### config.mk
export PLATFORM = sky130hd
export DESIGN_NAME = carfield_dom_boot_seq
export DESIGN_NICKNAME = d
export VERILOG_FILES = /design/src/rtl/carfield_pkg.sv /design/src/rtl/carfield_seq_cnt.sv /design/src/rtl/carfield_dom_boot_seq.sv
export SDC_FILE = /design/constraint.sdc
export NUM_CORES = 1
export LEC_CHECK = 0
export BUFFER_PORTS_ARGS = -buffer_cell sky130_fd_sc_hd__clkbuf_2
export CAP_MARGIN = 20
export CORE_ASPECT_RATIO = 1.1
export CORE_UTILIZATION = 52
export CTS_CLUSTER_DIAMETER = 150
export DETAILED_ROUTE_END_ITERATION = 10
export PLACE_DENSITY = 0.74
export SYNTH_ARGS = -nofsm -noshare
export SYNTH_HDL_FRONTEND = slang
export SYNTH_HIERARCHICAL = 1
export SYNTH_SLANG_ARGS = --single-unit
### constraint.sdc
create_clock -name clk_i -period 3.1 [get_ports clk_i]
set_input_delay 0.155 -clock clk_i [delete_from_list [all_inputs] [get_ports clk_i]]
set_output_delay 0.155 -clock clk_i [all_outputs]
set_load 0.1 [all_outputs]
### src/rtl/carfield_pkg.sv
// carfield_pkg
// Shared definitions for the Carfield domain boot sequencer: default
// geometry, the sequencer state type and the error-stage encoding.
// No ports (package).
package carfield_pkg;

  localparam int unsigned DefaultNumDomains    = 4;
  localparam int unsigned DefaultCntWidth      = 16;
  localparam int unsigned DefaultTimeoutCycles = 1024;

  // err_dom_o value reporting a HyperBus PHY timeout: one past the last
  // domain index, so it can never be confused with a domain failure.
  localparam int unsigned PhyErrIdx = DefaultNumDomains;

  typedef enum logic [2:0] {
    SEQ_SAMPLE,
    SEQ_WAIT_PHY,
    SEQ_CLK_EN,
    SEQ_RST_REL,
    SEQ_DONE,
    SEQ_ERROR,
    SEQ_RESTART
  } dom_seq_state_e;

endpackage

### src/rtl/carfield_seq_cnt.sv
// carfield_seq_cnt
// Loadable up/down counter shared by the settle-delay and timeout phases.
// Ports:
//   clk_i, rst_i   clock, asynchronous active-high reset
//   clr_i          synchronous clear to zero
//   load_i         synchronous load of load_val_i (wins over clr_i)
//   load_val_i     load value
//   en_i           count enable
//   down_i         1 = count down (delay), 0 = count up (timeout)
//   tc_o           terminal count: 1 when counting down, TermUp when up
module carfield_seq_cnt #(
  parameter int unsigned CntWidth = 16,
  parameter int unsigned TermUp   = 1023
) (
  input  logic                clk_i,
  input  logic                rst_i,
  input  logic                clr_i,
  input  logic                load_i,
  input  logic [CntWidth-1:0] load_val_i,
  input  logic                en_i,
  input  logic                down_i,
  output logic                tc_o
);

  logic [CntWidth-1:0] cnt_q;

  // NOTE: sequential state uses non-blocking assignments so every register
  // samples its inputs from before the edge, independent of block ordering.
  always_ff @(posedge clk_i or posedge rst_i) begin
    if (rst_i) begin
      cnt_q <= '0;
    end else if (load_i) begin
      cnt_q <= load_val_i;
    end else if (clr_i) begin
      cnt_q <= '0;
    end else if (en_i) begin
      cnt_q <= down_i ? cnt_q - 1'b1 : cnt_q + 1'b1;
    end
  end

  // Down-count ends at 1 (not 0) so a load of N spends exactly N cycles.
  assign tc_o = down_i ? (cnt_q == CntWidth'(1)) : (cnt_q == CntWidth'(TermUp));

endmodule

### src/rtl/carfield_dom_boot_seq.sv
// carfield_dom_boot_seq
// Power-on/restart sequencer for the Carfield clock/reset domains. Latches
// the boot straps, waits for the HyperBus PHY, then enables each domain's
// clock and releases its reset in index order with a settle delay and an
// acknowledge timeout.
// Ports:
//   clk_i, rst_i       clock, asynchronous active-high reset
//   test_mode_i        DFT bypass: forces all clock enables / resets released
//   boot_mode_i        boot-mode straps, latched in SAMPLE -> boot_mode_o
//   cfg_delay_i        clock-enable to reset-release settle delay (min 1)
//   hyp_phy_ready_i    HyperBus PHY calibrated
//   dom_ack_i          per-domain reset synchroniser released
//   sw_restart_i       restart request, honoured in DONE / ERROR only
//   dom_clk_en_o       per-domain clock enable
//   dom_rst_no         per-domain reset, active-low
//   done_o, err_o      sequence complete / timeout occurred
//   err_dom_o          failing stage (NumDomains = PHY timeout)
module carfield_dom_boot_seq
  import carfield_pkg::*;
#(
  parameter int unsigned NumDomains    = DefaultNumDomains,
  parameter int unsigned CntWidth      = DefaultCntWidth,
  parameter int unsigned TimeoutCycles = DefaultTimeoutCycles,
  localparam int unsigned IdxW = (NumDomains > 1) ? $clog2(NumDomains) : 1,
  localparam int unsigned ErrW = $clog2(NumDomains + 1)
) (
  input  logic                  clk_i,
  input  logic                  rst_i,
  input  logic                  test_mode_i,
  input  logic [1:0]            boot_mode_i,
  input  logic [CntWidth-1:0]   cfg_delay_i,
  input  logic                  hyp_phy_ready_i,
  input  logic [NumDomains-1:0] dom_ack_i,
  input  logic                  sw_restart_i,
  output logic [NumDomains-1:0] dom_clk_en_o,
  output logic [NumDomains-1:0] dom_rst_no,
  output logic [1:0]            boot_mode_o,
  output logic                  done_o,
  output logic                  err_o,
  output logic [ErrW-1:0]       err_dom_o
);

  localparam logic [IdxW-1:0] LastIdx    = IdxW'(NumDomains - 1);
  localparam logic [ErrW-1:0] PhyErrCode = ErrW'(NumDomains);

  dom_seq_state_e        state_q, state_d;
  logic [IdxW-1:0]       idx_q, idx_d;
  logic [NumDomains-1:0] clk_en_q, clk_en_d;
  logic [NumDomains-1:0] rst_n_q, rst_n_d;
  logic [1:0]            boot_q, boot_d;
  logic [CntWidth-1:0]   delay_q, delay_d;
  logic                  done_q, done_d;
  logic                  err_q, err_d;
  logic [ErrW-1:0]       err_dom_q, err_dom_d;

  logic cnt_clr, cnt_load, cnt_en, cnt_down, cnt_tc;

  carfield_seq_cnt #(
    .CntWidth (CntWidth),
    .TermUp   (TimeoutCycles - 1)
  ) u_cnt (
    .clk_i      (clk_i),
    .rst_i      (rst_i),
    .clr_i      (cnt_clr),
    .load_i     (cnt_load),
    .load_val_i (delay_q),
    .en_i       (cnt_en),
    .down_i     (cnt_down),
    .tc_o       (cnt_tc)
  );

  // NOTE: every signal driven here gets a default first; a path that leaves
  // one unassigned would infer a latch.
  always_comb begin
    state_d   = state_q;
    idx_d     = idx_q;
    clk_en_d  = clk_en_q;
    rst_n_d   = rst_n_q;
    boot_d    = boot_q;
    delay_d   = delay_q;
    done_d    = done_q;
    err_d     = err_q;
    err_dom_d = err_dom_q;
    cnt_clr   = 1'b0;
    cnt_load  = 1'b0;
    cnt_en    = 1'b0;
    cnt_down  = 1'b0;

    unique case (state_q)
      SEQ_SAMPLE: begin
        boot_d  = boot_mode_i;
        delay_d = (cfg_delay_i == '0) ? CntWidth'(1) : cfg_delay_i;
        done_d  = 1'b0;
        err_d   = 1'b0;
        cnt_clr = 1'b1;
        state_d = SEQ_WAIT_PHY;
      end
      SEQ_WAIT_PHY: begin
        // Ready is tested before the timeout so it wins a tie.
        if (hyp_phy_ready_i) begin
          idx_d       = '0;
          clk_en_d[0] = 1'b1;
          cnt_load    = 1'b1;
          state_d     = SEQ_CLK_EN;
        end else if (cnt_tc) begin
          err_d     = 1'b1;
          err_dom_d = PhyErrCode;
          state_d   = SEQ_ERROR;
        end else begin
          cnt_en = 1'b1;
        end
      end
      SEQ_CLK_EN: begin
        cnt_down = 1'b1;
        if (cnt_tc) begin
          rst_n_d[idx_q] = 1'b1;
          cnt_clr        = 1'b1;
          state_d        = SEQ_RST_REL;
        end else begin
          cnt_en = 1'b1;
        end
      end
      SEQ_RST_REL: begin
        // Ack wins over a simultaneous timeout.
        if (dom_ack_i[idx_q]) begin
          if (idx_q == LastIdx) begin
            done_d  = 1'b1;
            state_d = SEQ_DONE;
          end else begin
            idx_d           = idx_q + 1'b1;
            clk_en_d[idx_d] = 1'b1;
            cnt_load        = 1'b1;
            state_d         = SEQ_CLK_EN;
          end
        end else if (cnt_tc) begin
          err_d     = 1'b1;
          err_dom_d = ErrW'(idx_q);
          state_d   = SEQ_ERROR;
        end else begin
          cnt_en = 1'b1;
        end
      end
      SEQ_DONE, SEQ_ERROR: begin
        if (sw_restart_i) begin
          rst_n_d  = '0;
          done_d   = 1'b0;
          err_d    = 1'b0;
          cnt_load = 1'b1;
          state_d  = SEQ_RESTART;
        end
      end
      SEQ_RESTART: begin
        // Resets stay asserted for the latched delay with clocks running,
        // then clocks are gated before the next boot.
        cnt_down = 1'b1;
        if (cnt_tc) begin
          clk_en_d = '0;
          state_d  = SEQ_SAMPLE;
        end else begin
          cnt_en = 1'b1;
        end
      end
      default: state_d = SEQ_SAMPLE;
    endcase
  end

  always_ff @(posedge clk_i or posedge rst_i) begin
    if (rst_i) begin
      state_q   <= SEQ_SAMPLE;
      idx_q     <= '0;
      clk_en_q  <= '0;
      rst_n_q   <= '0;
      boot_q    <= '0;
      delay_q   <= CntWidth'(1);
      done_q    <= 1'b0;
      err_q     <= 1'b0;
      err_dom_q <= '0;
    end else begin
      state_q   <= state_d;
      idx_q     <= idx_d;
      clk_en_q  <= clk_en_d;
      rst_n_q   <= rst_n_d;
      boot_q    <= boot_d;
      delay_q   <= delay_d;
      done_q    <= done_d;
      err_q     <= err_d;
      err_dom_q <= err_dom_d;
    end
  end

  // DFT bypass sits after the registers so the FSM keeps its own state.
  assign dom_clk_en_o = test_mode_i ? '1 : clk_en_q;
  assign dom_rst_no   = test_mode_i ? '1 : rst_n_q;
  assign boot_mode_o  = boot_q;
  assign done_o       = done_q;
  assign err_o        = err_q;
  assign err_dom_o    = err_dom_q;

endmodule
==> impl_metrics.toml <==
[min_path]
min_path_cells = 2
min_from = "boot_mode_i[0]"
hold_path_end = "boot_mode_o[0]"
holdCritPathClass = "primary input to flop"

[synth]
yosys.area.top_type = "dfrtp_1"
ys_types = 62
synth_xor_area_share_pct = 1.114
synth_area_um2 = 3144
synth_top_family_by_area = "simple AND/OR/NAND/NOR gates"
synth_fp_nets = 359
synthArstFlopShare_pct = 100.0
netlist_instances = 322
yosys_warnings = 6
synth_seq_cells = 52
synth_area_leaders = "dfrtp_1 (41%), mux2_2 (6.8%), ha_1 (4.0%)"
syn_area_per_cell_um2 = 9.765
synth_top_area_share_pct = 40.59
synth-compound-area-share_pct = 15.68
yosys.area_share.simple_pct = 24.83
yosysSeqAreaShare_pct = 41.42
synth-main-ff-cell = "dfrtp_1"
synth_mux_area_share_pct = 7.839
synthAdderAreaFrac_pct = 3.979
synth_edf_count = 0

[clock_tree]
cts_setup_buffers = 0
cts_tree = "built"
cts.repair.resized = 0
htree_levels = 2
cts-buffers-inserted = 5
cts_buffer_depth = 2
worstSkewPairLatency_ns = 0.30
clkTransAtPathRegs_ns = 0.10
cts-root-buf = "clkbuf_8"
cts.sinks = 52

[floorplanning]
coreArea_um2 = 5806
ios = 42
die_x_um = 76.14
dieArea_um2 = 6362
initial_core_util_pct = 54.16
rows = 29
dieHeight_um = 83.56

[critical_path]
critPathMaxFanout = 19
crit_required_ns = 3.32
r2r_cells = 12
path_class = "flop to flop"
arrival_ns = 3.04
r2r_slack_ns = 0.28
timing.rr.end = "u_cnt/cnt_q[3]"
critPathCaptureType = "flop"
reg2reg_from = "state_q[1]"
setup.worst_path.start_class = "flop"

[global_routing]
overflow = 0
grt_max_degree = 37
antenna_found_initial = 0
grt_util_all_layers_pct = 24.71
grt_pass1_vias = 2509
grt_pass1_wl_um = 12530

[finish]
mostFrequentLayoutCells = "dfrtp_1 (51), clkbuf_2 (41), nand2_1 (22)"
areaGrowthSynthToFinish_pct = 16.16
drive_above_1_share_pct = 30.38
final_common_cell = "dfrtp_1"
final_nets = 408
diodes = 0

[route]
via_per_inst = 6.163
wl_per_cell_um = 16.62
wl_um = 7464
ant_nets = 0
drc = 0
drt_iter0_markers = 280
vias = 2767
dr.pass1.iters = 5

[pwr]
power.density_nw_per_um2 = 1136
p_total_mw = 4.148
leakage_nw = 1.629
peakVddDrop_mv = 0.7911

[sta]
finalCriticalPeriod_ns = 2.823
finalClockSkew_ns = 0.004320
worst_pin_slew_ns = 0.6721
rsz0062_at_grt = "false"
report.final.setup_viol = 0
fmax_ghz = 0.3543
finalSetupTns_ns = 0
maxSlewViolCount = 0
slew_headroom_pct = 55.14
fin_crit_sh_pct = 91.06
hold_viol_final = 0

[flow_run]
maxCapViolations = 0

[placed_design]
place.gp.congestion = 0.8729
hpwl_um = 5490
io_buffer_count = 41

[outcome]
status = "complete, no violations"
-- critical path, cell delays in order, from the launching register on --
cell and delay [ns]:
dfrtp_1 0.38, nor2b_1 0.15, nand4b_1 0.23, or2_2 0.35, o22a_1 0.22, nor4_1 0.36, buf_4 0.23, nor2_1 0.08
buf_12 0.15, clkinv_1 0.17, a21oi_1 0.09, xnor2_1 0.14, o31ai_1 0.19
-- routing by layer --
layer,share of wire [%],global-route usage (%),routed length (um)
met2,50,41.98,3702
met1,43,32.79,3235
met3,4.8,2.732,355
met5,0,0,0
met4,2.3,8.741,170
-- how the worst max path moves through the flow --
| stage | startpoint | endpoint | slack [ns] |
|---|---|---|---|
| floorplan | state_q[1] | u_cnt/cnt_q[5] | 0.03 |
| finish | state_q[1] | u_cnt/cnt_q[3] | 0.28 |
| global placement | state_q[1] | u_cnt/cnt_q[9] | 0.39 |
| detailed placement | state_q[1] | u_cnt/cnt_q[3] | 0.32 |
| CTS | state_q[1] | u_cnt/cnt_q[3] | 0.30 |
| global route | state_q[1] | u_cnt/cnt_q[15] | 0.08 |
-- cell usage after synthesis, types with 2 or more instances --
| master | n |
|---|---|
| xnor2_1 | 3 |
| or4b_1 | 2 |
| buf_2 | 4 |
| nand2_1 | 22 |
| nor2b_1 | 4 |
| or4_1 | 4 |
| and4bb_2 | 2 |
| clkbuf_1 | 13 |
| a221o_1 | 5 |
| ha_1 | 10 |
| a32oi_1 | 4 |
| or2_2 | 11 |
| nor3b_1 | 4 |
| buf_6 | 3 |
| nor2_1 | 17 |
| nor4b_1 | 3 |
| o2111ai_1 | 2 |
| nand3b_1 | 2 |
| a22o_2 | 2 |
| or3_1 | 7 |
| nor4_1 | 10 |
| nand2b_1 | 2 |
| a22o_1 | 7 |
| nor3_1 | 10 |
| o22ai_1 | 3 |
| nand3_1 | 9 |
| a211oi_1 | 2 |
| inv_1 | 10 |
| nand4_1 | 8 |
| and4b_1 | 2 |
| o211ai_1 | 2 |
| o21ai_0 | 13 |
| and2_1 | 3 |
| dfrtp_1 | 51 |
| a21oi_1 | 18 |
| o22a_1 | 2 |
| mux2_2 | 19 |
| nand4b_1 | 3 |
-- stage by stage --
stage	worst slack, ns	utilization, %	instance area, um^2	instances	hold WS [ns]
after floorplan	0.02657	-	3156	322	0.06874
after global placement	0.3856	60.75	3527	440	0.2658
after detailed placement	0.3216	60.75	3527	440	0.2710
after CTS	0.3005	62.91	3652	449	0.07937
after global routing	0.08270	62.91	3652	449	0.07771
final	0.2772	62.91	3652	449	0.08028
-- kinds of logic (layout without fill, tap and decap cells) --
group	Yosys count	count (layout)
xor+xnor	4	4
compound gates	70	70
buf+inv	33	83
flops	52	52
fa+ha+maj	10	10
simple gates	132	132
mux	21	21
-- where the power goes --
group / leakage (nW) / internal, mW / switching (mW) / total (mW)
Clock: 0.0548 / 0.244 / 0.236 / 0.480
Combinational: 0.927 / 1.02 / 1.42 / 2.44
Sequential: 0.647 / 0.980 / 0.251 / 1.23
-- final cells by class --
type | count | area, um^2
flip-flops and latches | 52 | 1303
fillers | 502 | 2153
clock inverters | 3 | 46.29
repair buffers | 64 | 405.4
multi-input cells | 237 | 1692
clock buffers | 5 | 68.82
well taps | 77 | 96.34
inverters | 11 | 41.29
-- sequential cells by signal (all words and copies together) (netlist names) --
signal / count
err_o: 1
delay_q: 16
state_q: 3
u_cnt/cnt_q: 16
done_o: 1
boot_mode_o: 2
idx_q: 2
clk_en_q: 4
err_dom_o: 3
rst_n_q: 4
-- what timing repair did --
item,4_1_cts,5_1_grt
hold buffers,1,0
endpoints found under the hold margin,51,0
endpoints found under the setup margin,0,0
No activity file was read; power rests on OpenSTA's default activity.
